--- config.mk ---
export PLATFORM = sky130hd
export DESIGN_NAME = prim_stream_downsize
export DESIGN_NICKNAME = d
export VERILOG_FILES = /design/src/rtl/prim_pkg.sv /design/src/rtl/prim_stream_downsize.sv
export SDC_FILE = /design/constraint.sdc
export NUM_CORES = 1
export LEC_CHECK = 0
export ABC_CLOCK_PERIOD_IN_PS = 3500
export CORE_ASPECT_RATIO = 0.7
export CORE_MARGIN = 2
export CORE_UTILIZATION = 50
export DETAILED_ROUTE_END_ITERATION = 10
export PLACE_DENSITY = 0.93
export SLEW_MARGIN = 20
export SYNTH_ARGS = -nofsm -noshare
export SYNTH_HDL_FRONTEND = slang
export SYNTH_SLANG_ARGS = --single-unit
--- constraint.sdc ---
create_clock -name clk -period 3.5 [get_ports clk]
set_input_delay 1.05 -clock clk [delete_from_list [all_inputs] [get_ports clk]]
set_output_delay 1.05 -clock clk [all_outputs]
set_load 0.01 [all_outputs]
--- src/rtl/prim_pkg.sv ---
// Shared definitions for the prim_stream_* width converters.
//
// Contents:
//   stream_state_e : 1-bit IDLE/SEND encoding. The upsizer uses the same encoding.
//   clamp_cnt      : limits a lane count to the number of lanes a word actually has.
package prim_pkg;

    typedef enum logic {
        ST_IDLE = 1'b0,
        ST_SEND = 1'b1
    } stream_state_e;

    // A count larger than the lane count would walk idx off the end of the word.
    // Clamping it keeps idx inside 0..ratio-1.
    function automatic int clamp_cnt(input int cnt, input int ratio);
        return (cnt > ratio) ? ratio : cnt;
    endfunction

endpackage

--- src/rtl/prim_stream_downsize.sv ---
// Ready/valid width down-converter.
// Accepts one wide word of RATIO lanes and sends its first ucnt_i lanes downstream,
// one lane per beat. It sits directly behind the 2-entry skid buffer.
//
// Parameters:
//   OUT_W     : lane width (one downstream beat)
//   RATIO     : lanes per upstream word, must be >= 2
//   LSB_FIRST : 1 = lane 0 (udat_i[OUT_W-1:0]) goes first, 0 = most significant lane first
//
// Ports:
//   clk, reset : clock; synchronous active-high reset
//   urdy_o     : upstream ready
//   uvld_i     : upstream valid
//   udat_i     : upstream word
//   ucnt_i     : number of valid lanes, counted from the first-sent lane
//   ulast_i    : word ends a packet
//   drdy_i     : downstream ready
//   dvld_o     : downstream valid
//   ddat_o     : current lane
//   dlast_o    : final lane of a word that had ulast_i set
//   busy_o     : a word is held (same as dvld_o)
module prim_stream_downsize
    import prim_pkg::*;
#(
    parameter int OUT_W     = 8,
    parameter int RATIO     = 4,
    parameter bit LSB_FIRST = 1'b1,
    localparam int CNT_W    = $clog2(RATIO + 1)
) (
    input  logic                   clk,
    input  logic                   reset,
    output logic                   urdy_o,
    input  logic                   uvld_i,
    input  logic [OUT_W*RATIO-1:0] udat_i,
    input  logic [CNT_W-1:0]       ucnt_i,
    input  logic                   ulast_i,
    input  logic                   drdy_i,
    output logic                   dvld_o,
    output logic [OUT_W-1:0]       ddat_o,
    output logic                   dlast_o,
    output logic                   busy_o
);

    if (RATIO < 2) begin : g_bad_ratio
        $error("prim_stream_downsize: RATIO must be >= 2");
    end

    stream_state_e          state_q, state_d;
    logic [OUT_W*RATIO-1:0] hold_dat_q;
    logic                   hold_last_q;
    logic [CNT_W-1:0]       hold_cnt_q;
    logic [CNT_W-1:0]       idx_q, idx_d;
    logic                   load;

    logic                   up_beat;
    logic                   down_beat;
    logic                   last_lane;
    logic [CNT_W-1:0]       cnt_clamped;
    logic [CNT_W-1:0]       lane_sel;
    logic [OUT_W-1:0]       lane_dat;

    assign cnt_clamped = CNT_W'(clamp_cnt(int'(ucnt_i), RATIO));

    // hold_cnt_q is at least 1 whenever we are in SEND, so the subtraction cannot underflow there.
    assign last_lane = (idx_q == hold_cnt_q - CNT_W'(1));

    assign dvld_o    = (state_q == ST_SEND);
    assign busy_o    = dvld_o;
    assign down_beat = dvld_o && drdy_i;

    // Ready is also raised while the final lane hands off.
    // This lets the next word load in the same cycle with no bubble.
    assign urdy_o    = (state_q == ST_IDLE) || (down_beat && last_lane);
    assign up_beat   = uvld_i && urdy_o;

    assign dlast_o   = dvld_o && hold_last_q && last_lane;

    always_comb begin
        if (LSB_FIRST) begin
            lane_sel = idx_q;
        end else begin
            lane_sel = CNT_W'(RATIO - 1) - idx_q;
        end
    end

    assign lane_dat = hold_dat_q[int'(lane_sel) * OUT_W +: OUT_W];

    // Drive ddat_o to zero while idle, so stale hold contents never appear on the bus.
    assign ddat_o   = dvld_o ? lane_dat : '0;

    always_comb begin
        state_d = state_q;
        idx_d   = idx_q;
        load    = 1'b0;

        unique case (state_q)
            ST_IDLE: begin
                if (up_beat) begin
                    load    = 1'b1;
                    idx_d   = '0;
                    // A zero-lane word is accepted and dropped.
                    state_d = (cnt_clamped == '0) ? ST_IDLE : ST_SEND;
                end
            end
            ST_SEND: begin
                if (down_beat) begin
                    if (!last_lane) begin
                        idx_d = idx_q + CNT_W'(1);
                    end else if (up_beat) begin
                        load    = 1'b1;
                        idx_d   = '0;
                        state_d = (cnt_clamped == '0) ? ST_IDLE : ST_SEND;
                    end else begin
                        state_d = ST_IDLE;
                    end
                end
            end
            default: state_d = ST_IDLE;
        endcase
    end

    always_ff @(posedge clk) begin
        if (reset) begin
            state_q     <= ST_IDLE;
            idx_q       <= '0;
            hold_dat_q  <= '0;
            hold_last_q <= 1'b0;
            hold_cnt_q  <= '0;
        end else begin
            state_q <= state_d;
            idx_q   <= idx_d;
            if (load) begin
                hold_dat_q  <= udat_i;
                hold_last_q <= ulast_i;
                hold_cnt_q  <= cnt_clamped;
            end
        end
    end

`ifdef SIMULATION
    event EventUpstreamBeat;
    event EventDownstreamBeat;

    always @(posedge clk) begin
        if (!reset && up_beat) begin
            ->EventUpstreamBeat;
        end
        if (!reset && down_beat) begin
            ->EventDownstreamBeat;
        end
    end

    // A presented lane may only go away through a handshake or a reset.
    assert property (@(posedge clk) (!reset && dvld_o && !drdy_i) |=> dvld_o);
`endif

endmodule

Word-level counts from Yosys, hierarchy flattened
Index checks and enable logic that the tools add are counted.

storage, ports and cells
  register bits after elaboration = 40
  input bits = 40
  word-level logic and storage cells = 34

operators by class
  $add $sub $neg = 2
  magnitude comparators = 1
  equality and inequality tests = 2
  shift operators = 1
  mux-type cells = 15
  bitwise logic cells = 1
  reduce and logical (&&, ||, !) cells = 7

operator list
  kind                                                    count
  variable part select 32 x 7 -> 8 bit                    1
  2-to-1 mux 3 bit                                        4
  2-to-1 mux 8 bit                                        1
  2-to-1 mux 1 bit                                        7
  case mux 3 bit (2 select lines)                         1
  logical AND 1 bit                                       5
  case mux 1 bit (2 select lines)                         2
  adder 3 x 1 -> 3 bit (second input constant)            1
  equality test 3 bit                                     1
  > comparator 3 bit (second input constant)              1
  logical NOT 3 bit                                       1
  subtractor 3 x 1 -> 3 bit (second input constant)       1
  inequality test 2 x 1 -> 1 bit (second input constant)  1
  logical OR 1 bit                                        1
  inverter 1 bit                                          1

Logic depth before layout (Yosys ltp)
Gate-level depths: netlist of the first run.

  depth after elaboration = 9
  depth in mapped cells = 8

Worst setup path after synthesis of the first run
No wires, ideal clock.

  path kind = register -> output
  start point = register hold_cnt_q[0]
  end point = output port urdy_o
  arrival = 1.577 ns
  setup slack = 0.873 ns
  cell stages (with the launch flop) = 6
  cells stage by stage = dfxtp_1 > inv_1 > ha_1 > xor2_1 > nand2_1 > o31ai_1

on the way
  word-level cells in the longest chain between the ends = 4

RTL lines
  item                       line                         source
  start, declared            prim_stream_downsize.sv:51   logic [CNT_W-1:0] hold_cnt_q;
  start signal, assigned     prim_stream_downsize.sv:135  hold_cnt_q <= cnt_clamped;
  subtractor 3 x 1 -> 3 bit  prim_stream_downsize.sv:65   assign last_lane = (idx_q == hold_cnt_q - CNT_W'(1));
  equality test 3 bit        prim_stream_downsize.sv:65
  logical AND 1 bit          prim_stream_downsize.sv:73   assign urdy_o = (state_q == ST_IDLE) || (down_beat && last_lane);
  logical OR 1 bit           prim_stream_downsize.sv:73
  end, declared              prim_stream_downsize.sv:32   output logic urdy_o,

No other way between the ends.

Worst setup path in the final report of the first run
  start point = register hold_cnt_q[0]
  end point = output port dlast_o

on the way
  word-level cells in the longest chain between the ends = 3

RTL lines
  item                       line                        source
  subtractor 3 x 1 -> 3 bit  prim_stream_downsize.sv:65
  equality test 3 bit        prim_stream_downsize.sv:65
  logical AND 1 bit          prim_stream_downsize.sv:76  assign dlast_o = dvld_o && hold_last_q && last_lane;
  end, declared              prim_stream_downsize.sv:40  output logic dlast_o,

No other way between the ends.

==> flow_metrics.env, run 1 <==
export IMPL_run_status="completed"
export IMPL_finalCoreUtilization_pct=67.8
export IMPL_synth_top_area_cell="dfxtp_1"
export IMPL_vias_per_cell=5.37
export IMPL_r2r_end="hold_dat_q[10]"
export IMPL_busiest_layer="met1"
export IMPL_synthXorXnorAreaFrac_pct=2.94
export IMPL_required_ns=2.45
export IMPL_yosys_area_share_adder_pct=1.25
export IMPL_area_growth_pct=31.2
export IMPL_die_area_mm2=0.00454
export IMPL_drive_above_1_share_pct=23.0
export IMPL_path_max_fanout=4
export IMPL_numCtsBuffers=5
export IMPL_grt_pass1_vias=1666
export IMPL_p_seq_share_pct=49.5
export IMPL_grt_max_degree=30
export IMPL_synth_area_leaders="dfxtp_1, nand2_1, a21oi_2"
export IMPL_grt_use_total_pct=22.2
export IMPL_grt_overflow=0
export IMPL_worstReg2RegStart="hold_cnt_q[0]"
export IMPL_fmax_ghz=0.297
export IMPL_grt_util_met3_pct=6.17
export IMPL_chipWidth_um=79.7
export IMPL_holdWs_ns=0.458
export IMPL_critical_path_class="reg -> out"
export IMPL_clkPwrFrac_pct=32.3
export IMPL_core_area_mm2=0.00387
export IMPL_grtUsageMet1_pct=31.4
export IMPL_fin_skew_ns=0.00487
export IMPL_h_tree_depth=2
export IMPL_worstSkewPairLatency_ns=0.30
export IMPL_io_buffer_count=51
export IMPL_pre_cts_slack_ns=-0.0264
export IMPL_worstPathArrival_ns=2.31
export IMPL_syn_mean_instance_area_um2=9.19
export IMPL_rsz0062_at_grt="false"
export IMPL_peakVddDrop_v=0.000175
export IMPL_n_fill_cell=296
export IMPL_worst_pin_slew_ns=0.540
export IMPL_drv_slew=0
export IMPL_cts_hold_buf=0
export IMPL_min_period_ns=3.36
export IMPL_synth_compound_area_share_pct=20.2
export IMPL_drc_errors=0
export IMPL_p_int_uw=735
export IMPL_cts_path_max_buffers=2
export IMPL_cts_root_buf="clkbuf_8"
export IMPL_routedWlPerCell_um=14.7
export IMPL_cts_tree="yes"
export IMPL_min_period_over_period_pct=96.1
export IMPL_whs_endpoint="hold_dat_q[16]"
export IMPL_yosys_warnings=0
export IMPL_place_inst=313
export IMPL_syn_nets=260
export IMPL_min_delay_path_depth=2
export IMPL_power_density_mw_per_mm2=384
export IMPL_p_leak_uw=0.000968
export IMPL_final_cell_count_no_fill=321
export IMPL_layout_nets=310
export IMPL_worstSetupEndpointType="output port"
export IMPL_hp_class="reg -> reg"
export IMPL_fin_ws_ns=0.138
export IMPL_synth_top_family_by_area="compound AO/OA/AOI/OAI gates"
export IMPL_boundaryPins=52
export IMPL_rows=19
export IMPL_r2r_slack_ns=1.41
export IMPL_clock_sinks=40
export IMPL_power_switching_uw=273
export IMPL_clkTransAtPathRegs_ns=0.08
export IMPL_seq_area_um2=802
export IMPL_ys_seq_area_share_pct=40.0
export IMPL_final_setup_viol_count=0
export IMPL_worst_r2r_cell_count=8
export IMPL_syn_area_mm2=0.00200
export IMPL_placed_cell_area_mm2=0.00252
export IMPL_syn_inst=218
export IMPL_start_util_pct=51.7
export IMPL_place_hpwl_mm=3.28
export IMPL_synth_top_cell_area_share_pct=40.0
export IMPL_grt_use_met2_pct=31.2
export IMPL_grt_pass1_wl_mm=7.64
export IMPL_dr_pass1_iters=5
export IMPL_final_hold_violation_count=0
export IMPL_vias=1723
export IMPL_p_comb_share_pct=18.2
export IMPL_cap_violations=0
export IMPL_diodes=0
export IMPL_startpoint_type="flip-flop"
export IMPL_drt_iter0_markers=136
export IMPL_synth_simple_area_share_pct=20.2
export IMPL_hold_start="hold_dat_q[16]"
export IMPL_synth_seq_cells=40
export IMPL_ys_types=33
export IMPL_ant_nets=0
export IMPL_fin_area_mm2=0.00263
export IMPL_multi_input_area_mm2=0.00108
export IMPL_die_h_um=57.0
export IMPL_antenna_found_initial=0
export IMPL_timing_slew_headroom_pct=64.0
export IMPL_muxShareOfSynthArea_pct=8.99
export IMPL_wirelength_mm=4.73
export IMPL_gp_congestion=0.829
export IMPL_switching_share_pct=27.1
==> Yosys cell counts <==
master / instances
xor2_1: 3
xnor3_2: 1
and3_2: 1
and3_1: 9
inv_1: 5
and2_2: 1
a31oi_1: 1
a21oi_1: 11
o31ai_1: 2
mux4_2: 8
nand2b_1: 1
a41o_1: 1
nand2_1: 71
o41ai_1: 2
a21oi_2: 28
a2111o_1: 1
buf_6: 5
nand2_2: 1
nor3_1: 1
xnor2_1: 1
clkbuf_1: 6
buf_2: 3
o2bb2ai_1: 2
ha_1: 2
or3_1: 1
nand4_1: 1
nand3_1: 2
nand3b_1: 2
dfxtp_1: 40
a41oi_4: 1
nor2_1: 1
buf_4: 2
and2b_2: 1
==> cell families after synthesis <==
group	after synthesis
multiplexers	8
buffers and inverters	21
flip-flops	40
adder cells (fa/ha/maj)	2
AO/OA/AOI/OAI	49
XOR/XNOR	5
AND/OR/NAND/NOR	93
==> worst max-delay path, stage by stage (launching register included) <==
cell	delay, ns
dfxtp_1	0.37
inv_1	0.06
ha_1	0.30
xor2_1	0.19
nand2_1	0.16
nor2_2	0.22
and3_1	0.18
clkdlybuf4s50_1	0.53
==> power by group through the flow <==
| stage | clock network (µW) | registers, µW | logic, µW |
|---|---|---|---|
| detailed placement | 0 | 509 | 181 |
| global placement | 0 | 507 | 178 |
| CTS | 329 | 498 | 182 |
| global route | 348 | 501 | 200 |
| finish | 326 | 499 | 184 |
| floorplan | 0 | 502 | 112 |
==> worst max path at each step <==
stage,from,to,cells after the start
floorplan,hold_cnt_q[0],urdy_o,5
global placement,drdy_i,urdy_o,4
detailed placement,drdy_i,urdy_o,4
CTS,idx_q[1],dlast_o,5
global route,hold_cnt_q[0],dlast_o,7
finish,hold_cnt_q[0],dlast_o,7
==> stage by stage <==
stage | TNS (ns) | total power, µW
floorplan | 0 | 614
global placement | -0.0198 | 685
detailed placement | -0.0264 | 690
CTS | 0 | 1010
global route | 0 | 1050
finish | 0 | 1010
==> sequential cells by signal, summed over array words and instances, names as in the netlist <==
name,cells
hold_cnt_q,3
hold_last_q,1
hold_dat_q,32
busy_o,1
idx_q,3
==> area by class of cell <==
class | instances | area share [%]
Multi-Input combinational cell | 157 | 41.3
Sequential cell | 40 | 30.5
Timing Repair Buffer | 59 | 21.5
Clock buffer | 6 | 3.14
Tap cell | 52 | 2.48
Inverter | 5 | 0.714
Clock inverter | 2 | 0.381
==> metal layers <==
layer | part of all wire (%) | wire [µm] | up-vias
met5 | 0 | 0 | -
met4 | 2.0 | 94 | 0
met3 | 8.2 | 388 | 9
met2 | 45 | 2110 | 61
met1 | 45 | 2140 | 810
li1 | - | - | 843
==> repair_timing <==
item                       CTS  global route
resized for setup            1             3
setup endpoints to repair    1             1
setup buffers                0             0
==> cells in the final DEF, fill, tap and decap left out, types with 2 or more instances in the layout <==
cell type	synthesis	final
a21oi_1	11	11
a21oi_2	28	28
and3_1	9	9
buf_4	2	8
clkbuf_8	0	6
clkdlybuf4s50_1	0	49
clkinv_2	0	2
dfxtp_1	40	39
ha_1	2	2
inv_1	5	5
mux4_2	8	8
nand2_1	71	71
nand3_1	2	2
nand3b_1	2	2
o2bb2ai_1	2	2
o31ai_1	2	2
o41ai_1	2	2
xor2_1	3	2
Power figures use the tool's default switching activity.
==> inputs of run 2 (changes only) <==
Settings changed: RECOVER_POWER from default to 25.
==> flow_metrics.env, run 2 (synthesis results as in run 1) <==
export IMPL_diodes=0
export IMPL_grt_use_total_pct=22.2
export IMPL_top_register="hold_dat_q"
export IMPL_worstSkewPairLatency_ns=0.30
export IMPL_die_area_mm2=0.00454
export IMPL_critPathMaxStageDelay_ns=0.53
export IMPL_drive_above_1_share_pct=20.8
export IMPL_fin_skew_ns=0.00465
export IMPL_chipWidth_um=79.7
export IMPL_gp_congestion=0.829
export IMPL_cap_violations=0
export IMPL_fin_ws_ns=0.131
export IMPL_cts_hold_buf=0
export IMPL_final_cell_mix="nand2_1, clkdlybuf4s50_1, dfxtp_1, a21oi_2, a21oi_1"
export IMPL_place_hpwl_mm=3.28
export IMPL_grt_pass1_vias=1666
export IMPL_die_h_um=57.0
export IMPL_critical_path_class="reg -> out"
export IMPL_switching_share_pct=26.9
export IMPL_ant_nets=0
export IMPL_n_fill_cell=306
export IMPL_drv_slew=0
export IMPL_critical_path_buf_inv_count=2
export IMPL_mostFrequentLayoutCell="nand2_1"
export IMPL_worstReg2RegStart="hold_cnt_q[0]"
export IMPL_r2r_slack_ns=0.90
export IMPL_numCtsBuffers=5
export IMPL_core_area_mm2=0.00387
export IMPL_drt_iter0_markers=157
export IMPL_start_util_pct=51.7
export IMPL_fmax_ghz=0.297
export IMPL_min_period_over_period_pct=96.3
export IMPL_run_status="completed"
export IMPL_hp_class="reg -> reg"
export IMPL_worst_r2r_cell_count=8
export IMPL_grt_max_degree=30
export IMPL_routedWlPerCell_um=14.7
export IMPL_p_int_uw=731
export IMPL_final_setup_viol_count=0
export IMPL_multi_input_area_mm2=0.00106
export IMPL_whs_endpoint="hold_dat_q[17]"
export IMPL_worst_pin_slew_ns=0.644
export IMPL_cp_cell_sequence="inv_1, ha_1, xor2_1, nand2_1, nor2_2, and3_1, clkdlybuf4s50_1"
export IMPL_boundaryPins=52
export IMPL_h_tree_depth=2
export IMPL_vias_per_cell=5.36
export IMPL_r2r_end="hold_dat_q[10]"
export IMPL_vias=1720
export IMPL_crit_family="buffers and inverters"
export IMPL_power_switching_uw=269
export IMPL_seq_area_um2=802
export IMPL_worstSetupEndpointType="output port"
export IMPL_io_buffer_count=51
export IMPL_p_seq_share_pct=49.8
export IMPL_dr_pass1_iters=4
export IMPL_cts_root_buf="clkbuf_8"
export IMPL_grt_overflow=0
export IMPL_clkPwrFrac_pct=32.5
export IMPL_worstPathArrival_ns=2.32
export IMPL_grt_pass1_wl_mm=7.64
export IMPL_power_density_mw_per_mm2=386
export IMPL_pre_cts_slack_ns=-0.0264
export IMPL_cts_tree="yes"
export IMPL_fin_area_mm2=0.00259
export IMPL_cts_path_max_buffers=2
export IMPL_peakVddDrop_v=0.000173
export IMPL_post_cts_setup_buffers=0
export IMPL_slowest_stage="clkdlybuf4s50_1"
export IMPL_clock_sinks=40
export IMPL_clkTransAtPathRegs_ns=0.08
export IMPL_rows=19
export IMPL_largest_registers="hold_dat_q: 32 flops, hold_cnt_q: 3 flops, idx_q: 3 flops"
export IMPL_placed_cell_area_mm2=0.00252
export IMPL_hold_start="hold_dat_q[17]"
export IMPL_final_hold_violation_count=0
export IMPL_min_period_ns=3.37
export IMPL_largest_register_ffs=32
export IMPL_required_ns=2.45
export IMPL_timing_slew_headroom_pct=56.5
export IMPL_min_delay_path_depth=2
export IMPL_p_comb_share_pct=17.7
export IMPL_setup_tns_ns=0
export IMPL_layout_nets=310
export IMPL_p_leak_uw=0.000957
export IMPL_finalCoreUtilization_pct=66.8
export IMPL_startpoint_type="flip-flop"
export IMPL_area_growth_pct=29.3
export IMPL_rsz0062_at_grt="false"
export IMPL_antenna_found_initial=0
export IMPL_drc_errors=0
export IMPL_wirelength_mm=4.72
export IMPL_path_max_fanout=4
==> run 2: cell count changes in the layout (fill, tap and decap cells not counted) <==
cell,change
buf_4,-3
clkdlybuf4s50_1,-2
a21oi_1,+2
a21oi_2,-2
and2_2,-1
clkbuf_2,+1
a41oi_1,+1
a41oi_4,-1
and2_0,+1
clkbuf_1,+2
dlygate4sd3_1,+2
==> run 2: how the worst max path moves through the flow <==
stage | from | to | slack [ns] | cells after the start
after floorplan | hold_cnt_q[0] | urdy_o | 0.87 | 5
after global placement | drdy_i | urdy_o | -0.02 | 4
after detailed placement | drdy_i | urdy_o | -0.03 | 4
after CTS | idx_q[1] | dlast_o | 0.11 | 5
after global routing | hold_cnt_q[0] | dlast_o | 0.02 | 7
final | hold_cnt_q[0] | dlast_o | 0.13 | 7
==> run 2: cell type report <==
type | count | share of cell area [%]
clock buffers | 6 | 3.19
well taps | 52 | 2.51
multi-input cells | 157 | 40.8
clock inverters | 2 | 0.386
repair buffers | 59 | 21.4
inverters | 5 | 0.725
flip-flops and latches | 40 | 31.0
==> run 2: through the flow <==
step,total power [µW],hold slack [ns],cells
2_1_floorplan,614,0.432,218
3_3_place_gp,685,0.441,313
3_5_place_dp,690,0.446,313
4_1_cts,1010,0.457,321
5_1_grt,1040,0.484,321
6_report,1000,0.456,321
==> run 2: layer usage <==
metal | share of wire (%) | vias to the layer above | routed length, µm | global-route usage [%]
met5 | 0 | - | 0 | 0
met4 | 2.0 | 0 | 94 | 11.1
li1 | - | 844 | - | -
met1 | 47 | 807 | 2200 | 31.4
met2 | 44 | 60 | 2090 | 31.2
met3 | 7.2 | 9 | 340 | 6.17
==> run 2: power by group through the flow <==
stage,combinational [µW],sequential [µW],clock [µW]
6_report,177,499,325
5_1_grt,194,501,348
4_1_cts,182,498,329
3_5_place_dp,181,509,0
3_3_place_gp,178,507,0
2_1_floorplan,112,502,0
==> run 2: worst min-delay path, cell delays in order (launching register included) <==
cell and delay, ns:
dfxtp_1 0.31, nand2_1 0.05, a21oi_1 0.05
==> run 2: repair_timing <==
action	CTS	global route
setup endpoints to repair	1	1
pin swaps	0	0
gates resized for setup	1	3
